--- src/rtl/riscv_csr_dbg_master.sv ---
// Debug-side CSR access master: arbitrates debug CSR requests against the core pipeline
// on a shared CSR register-file port, with a starvation limit that briefly stalls the core.
module riscv_csr_dbg_master #(
  parameter int unsigned STARVE_LIMIT = 8
) (
  input  logic        clk,
  input  logic        rst_n,
  input  logic        dbg_req_i,
  output logic        dbg_gnt_o,
  input  logic [11:0] dbg_addr_i,
  input  logic [1:0]  dbg_op_i,
  input  logic [31:0] dbg_wdata_i,
  output logic        dbg_rvalid_o,
  input  logic        dbg_rready_i,
  output logic [31:0] dbg_rdata_o,
  output logic        dbg_err_o,
  input  logic        core_csr_access_i,
  input  logic [11:0] core_csr_addr_i,
  input  logic [31:0] core_csr_wdata_i,
  input  logic [1:0]  core_csr_op_i,
  output logic [31:0] core_csr_rdata_o,
  output logic        core_stall_o,
  output logic        csr_access_o,
  output logic [11:0] csr_addr_o,
  output logic [31:0] csr_wdata_o,
  output logic [1:0]  csr_op_o,
  input  logic [31:0] csr_rdata_i
);

  localparam logic [1:0] CSR_OP_NONE = 2'b00;
  localparam logic [7:0] LIMIT       = 8'(STARVE_LIMIT);

  typedef enum logic [1:0] {IDLE, WAIT, RESP} state_t;

  state_t      state_reg;
  logic [11:0] addr_reg;
  logic [1:0]  op_reg;
  logic [31:0] wdata_reg;
  logic [7:0]  starve_cnt_reg;
  logic        rvalid_reg;
  logic        err_reg;
  logic [31:0] rdata_reg;

  logic reject;
  logic at_limit;
  logic slot_free;
  logic dbg_issue;

  // The top quarter of CSR space is read-only; any modifying op there is refused.
  assign reject    = (dbg_addr_i[11:10] == 2'b11) && (dbg_op_i != CSR_OP_NONE);
  assign at_limit  = (starve_cnt_reg == LIMIT);
  assign slot_free = !core_csr_access_i || at_limit;
  assign dbg_issue = (state_reg == WAIT) && slot_free;

  assign dbg_gnt_o    = (state_reg == IDLE) && dbg_req_i;
  assign core_stall_o = (state_reg == WAIT) && core_csr_access_i && at_limit;

  assign csr_access_o = dbg_issue ? 1'b1      : core_csr_access_i;
  assign csr_addr_o   = dbg_issue ? addr_reg  : core_csr_addr_i;
  assign csr_wdata_o  = dbg_issue ? wdata_reg : core_csr_wdata_i;
  assign csr_op_o     = dbg_issue ? op_reg    : core_csr_op_i;

  assign core_csr_rdata_o = csr_rdata_i;
  assign dbg_rvalid_o     = rvalid_reg;
  assign dbg_rdata_o      = rdata_reg;
  assign dbg_err_o        = err_reg;

  always_ff @(posedge clk or negedge rst_n) begin
    if (!rst_n) begin
      state_reg      <= IDLE;
      addr_reg       <= '0;
      op_reg         <= CSR_OP_NONE;
      wdata_reg      <= '0;
      starve_cnt_reg <= '0;
      rvalid_reg     <= 1'b0;
      err_reg        <= 1'b0;
      rdata_reg      <= '0;
    end else begin
      case (state_reg)
        IDLE: begin
          starve_cnt_reg <= '0;
          if (dbg_req_i) begin
            addr_reg  <= dbg_addr_i;
            op_reg    <= dbg_op_i;
            wdata_reg <= dbg_wdata_i;
            if (reject) begin
              state_reg  <= RESP;
              rvalid_reg <= 1'b1;
              err_reg    <= 1'b1;
              rdata_reg  <= '0;
            end else begin
              state_reg <= WAIT;
            end
          end
        end
        WAIT: begin
          if (slot_free) begin
            // Old CSR value is captured in the same cycle the bus carries the access.
            rdata_reg      <= csr_rdata_i;
            err_reg        <= 1'b0;
            rvalid_reg     <= 1'b1;
            starve_cnt_reg <= '0;
            state_reg      <= RESP;
          end else if (!at_limit) begin
            starve_cnt_reg <= starve_cnt_reg + 8'd1;
          end
        end
        RESP: begin
          starve_cnt_reg <= '0;
          if (dbg_rready_i) begin
            rvalid_reg <= 1'b0;
            state_reg  <= IDLE;
          end
        end
        default: state_reg <= IDLE;
      endcase
    end
  end

endmodule

--- config.mk ---
export PLATFORM = sky130hd
export DESIGN_NAME = riscv_csr_dbg_master
export DESIGN_NICKNAME = d
export VERILOG_FILES = /design/src/rtl/riscv_csr_dbg_master.sv
export SDC_FILE = /design/constraint.sdc
export NUM_CORES = 1
export LEC_CHECK = 0
export CORE_UTILIZATION = 42
export DETAILED_ROUTE_END_ITERATION = 10
export PLACE_DENSITY = 0.89
export RECOVER_POWER = 100
export SLEW_MARGIN = 0
export SYNTH_ARGS = -nofsm -noshare
export SYNTH_HDL_FRONTEND = slang
export SYNTH_SLANG_ARGS = --single-unit
--- constraint.sdc ---
create_clock -name clk -period 5.1 [get_ports clk]
set_input_delay 1.02 -clock clk [delete_from_list [all_inputs] [get_ports clk]]
set_output_delay 1.02 -clock clk [all_outputs]
set_load 0.005 [all_outputs]
==> results.toml <==
[drt]
wl_per_cell_um = 17.5
dr.pass1.iters = 4
vias = 3391
postRouteAntennaNets = 0
post_drt_via_cell_ratio = 5.05
drc = 0
routed_wl_mm = 11.7
first_iter_violations = 53

[clock_network]
cts_buffer_depth = 2
tritoncts = "yes"
clk-insertion-delay-late_ps = 360
cts_resized = 0
cts_root_buffer = "clkbuf_8"
numCtsBuffers = 9
path_clk_slew_ps = 90
cts.sinks = 90
cts_setup_buffers = 0
htree_num_levels = 3
cts_hold_buf = 0

[setup_path]
critPathRequiredTime_ps = 4080
worst-setup-path-type = "reg2out"
startpoint_type = "register"
arrival_ps = 3470
worst_setup_path_end_kind = "primary output"
crit_fanout = 55
r2r_setup_slack_ps = 1700

[sta]
setup_tns_ps = 0
worst_pin_slew_ps = 2430
finalSetupViolCount = 0
slew-limit-headroom_pct = -62.0
fin_crit_sh_pct = 88.1
period_minus_slack_ps = 4490
hold_viol_final = 0
rsz0062_at_grt = "no"
max_freq_mhz = 223
slew_viol_final = 174
fin_skew_ps = 15.3

[global_routing]
grt_max_degree = 91
grt_pass1_vias = 3465
grt_remaining_overflow = 0
antenna_found_initial = 0
grt_pass1_wl_mm = 17.1
grt_util_all_layers_pct = 21.9

[power_and_ir_drop]
leakagePower_uw = 0.00290
p_comb_share_pct = 39.6
p_per_area_mw_per_mm2 = 440
p_clk_share_pct = 19.2
power_frac_seq_pct = 41.2
p_int_uw = 2120
ir_drop_mv = 0.197
power_uw = 2990
switching_share_pct = 29.0
netSwitchingPower_uw = 867

[die]
core_sq_mm = 0.00982
dieWidth_um = 103
die_area_sq_mm = 0.0106
row_count = 36
ios = 244
die_h_um = 103
start_util_pct = 43.6

[layout]
fillCellCount = 718
num-nets-final = 664
layout_common_cells = "clkdlybuf4s50_1 (128), dlygate4sd3_1 (114), mux2_2 (92)"
drive_gt1_share_pct = 20.6
multi_input_area_sq_mm = 0.00166
syn_to_final_growth_pct = 58.6
antennaDiodeCount = 0
final_common_cell = "clkdlybuf4s50_1"
final-seq-area_sq_mm = 0.00225

[min_path]
min_path_type = "reg2reg"

[synth]
synth_area_sq_mm = 0.00428
yosysTopAreaCell = "dfrtp_1"
ys_top_cells_by_area = "dfrtp_1 (53%), mux2_2 (24%), a22o_1 (6.5%), buf_4 (5.8%), buf_2 (1.1%)"
yosysSeqAreaShare_pct = 52.6
synth_top_area_share_pct = 52.6
ys.warnings.count = 0
async_reset_ff_share_pct = 100
synth_cells = 325
post_synth_num_cell_types = 32
synth_ff_type = "dfrtp_1"
synth-edff-count = 0
synth_nets = 456
syn_area_per_cell_sq_um = 13.2
synth_seq_cells = 90

[placed_design]
gp_congestion = 0.806
numPortBuffers = 243
dp_hpwl_mm = 8.73

[run_status]
violations = "max-capacitance violations, max-slew violations"
outcome = "complete, but fails checks"

[run]
max-cap-violations = 3
## logic make-up after synthesis
family | synth area share, %
buffers and inverters | 8.60
DFF | 52.6
muxes | 24.5
AOI/OAI and AO/OA | 9.47
and+or+nand+nor | 4.24
adders and majority gates | 0.585
## synth_stat cells, types with 5 or more instances
master / number
buf_2: 9
buf_4: 33
inv_1: 5
nand2_1: 6
mux2_2: 93
a21oi_1: 5
a22o_1: 32
nand3_1: 8
dfrtp_1: 90
clkbuf_1: 6
## worst max-delay path, stage by stage (launching register included)
cell           delay (ps)
dfrtp_1               420
inv_1                  90
ha_1                  160
nor4b_1               380
nand3_1               270
a21oi_4               200
buf_4                 540
mux2_2                410
dlygate4sd3_1         590
## cell type report
type	count	share of cell area [%]
Clock buffer	11	1.94
Clock inverter	5	1.51
Inverter	5	0.277
Multi-Input combinational cell	179	24.5
Sequential cell	90	33.2
Tap cell	133	2.45
Timing Repair Buffer	248	36.2
## power by group through the flow
stage / Combinational [uW] / Sequential, uW / Clock (uW)
6_report: 1180 / 1230 / 575
5_1_grt: 1280 / 1270 / 620
4_1_cts: 1280 / 1240 / 587
3_5_place_dp: 1280 / 1240 / 0
3_3_place_gp: 1230 / 1240 / 0
2_1_floorplan: 656 / 1190 / 0
## metal layers
layer | up-vias | track usage, % | routed length (um) | part of all wire, %
li1 | 1572 | - | - | -
met1 | 1639 | 25.5 | 4610 | 39
met2 | 163 | 38.4 | 6070 | 52
met3 | 17 | 5.83 | 857 | 7.3
met4 | 0 | 8.56 | 206 | 1.8
met5 | - | 0 | 0 | 0
## worst paths after layout
check / start / endpoint / cells after the start
hold / removal: dbg_rdata_o[10] / dbg_rdata_o[10] / 1
max in group asynchronous: rst_n / wdata_reg[21] / 1
min in group asynchronous: rst_n / dbg_rdata_o[6] / 1
hold reg to reg: dbg_rdata_o[10] / dbg_rdata_o[10] / 1
setup reg to reg: starve_cnt_reg[0] / state_reg[1] / 8
setup / recovery: starve_cnt_reg[1] / csr_wdata_o[11] / 8
## metrics by stage
stage	setup WS [ps]	hold WS (ps)	instance area [sq um]	util, %	instances
detailed placement	978	481	6580	67.0	655
CTS	873	508	6810	69.4	671
finish	607	497	6790	69.1	671
global route	395	519	6790	69.1	671
global placement	999	484	6580	67.0	655
floorplan	2270	475	4280	-	325
No activity file was read; power rests on OpenSTA's default activity.
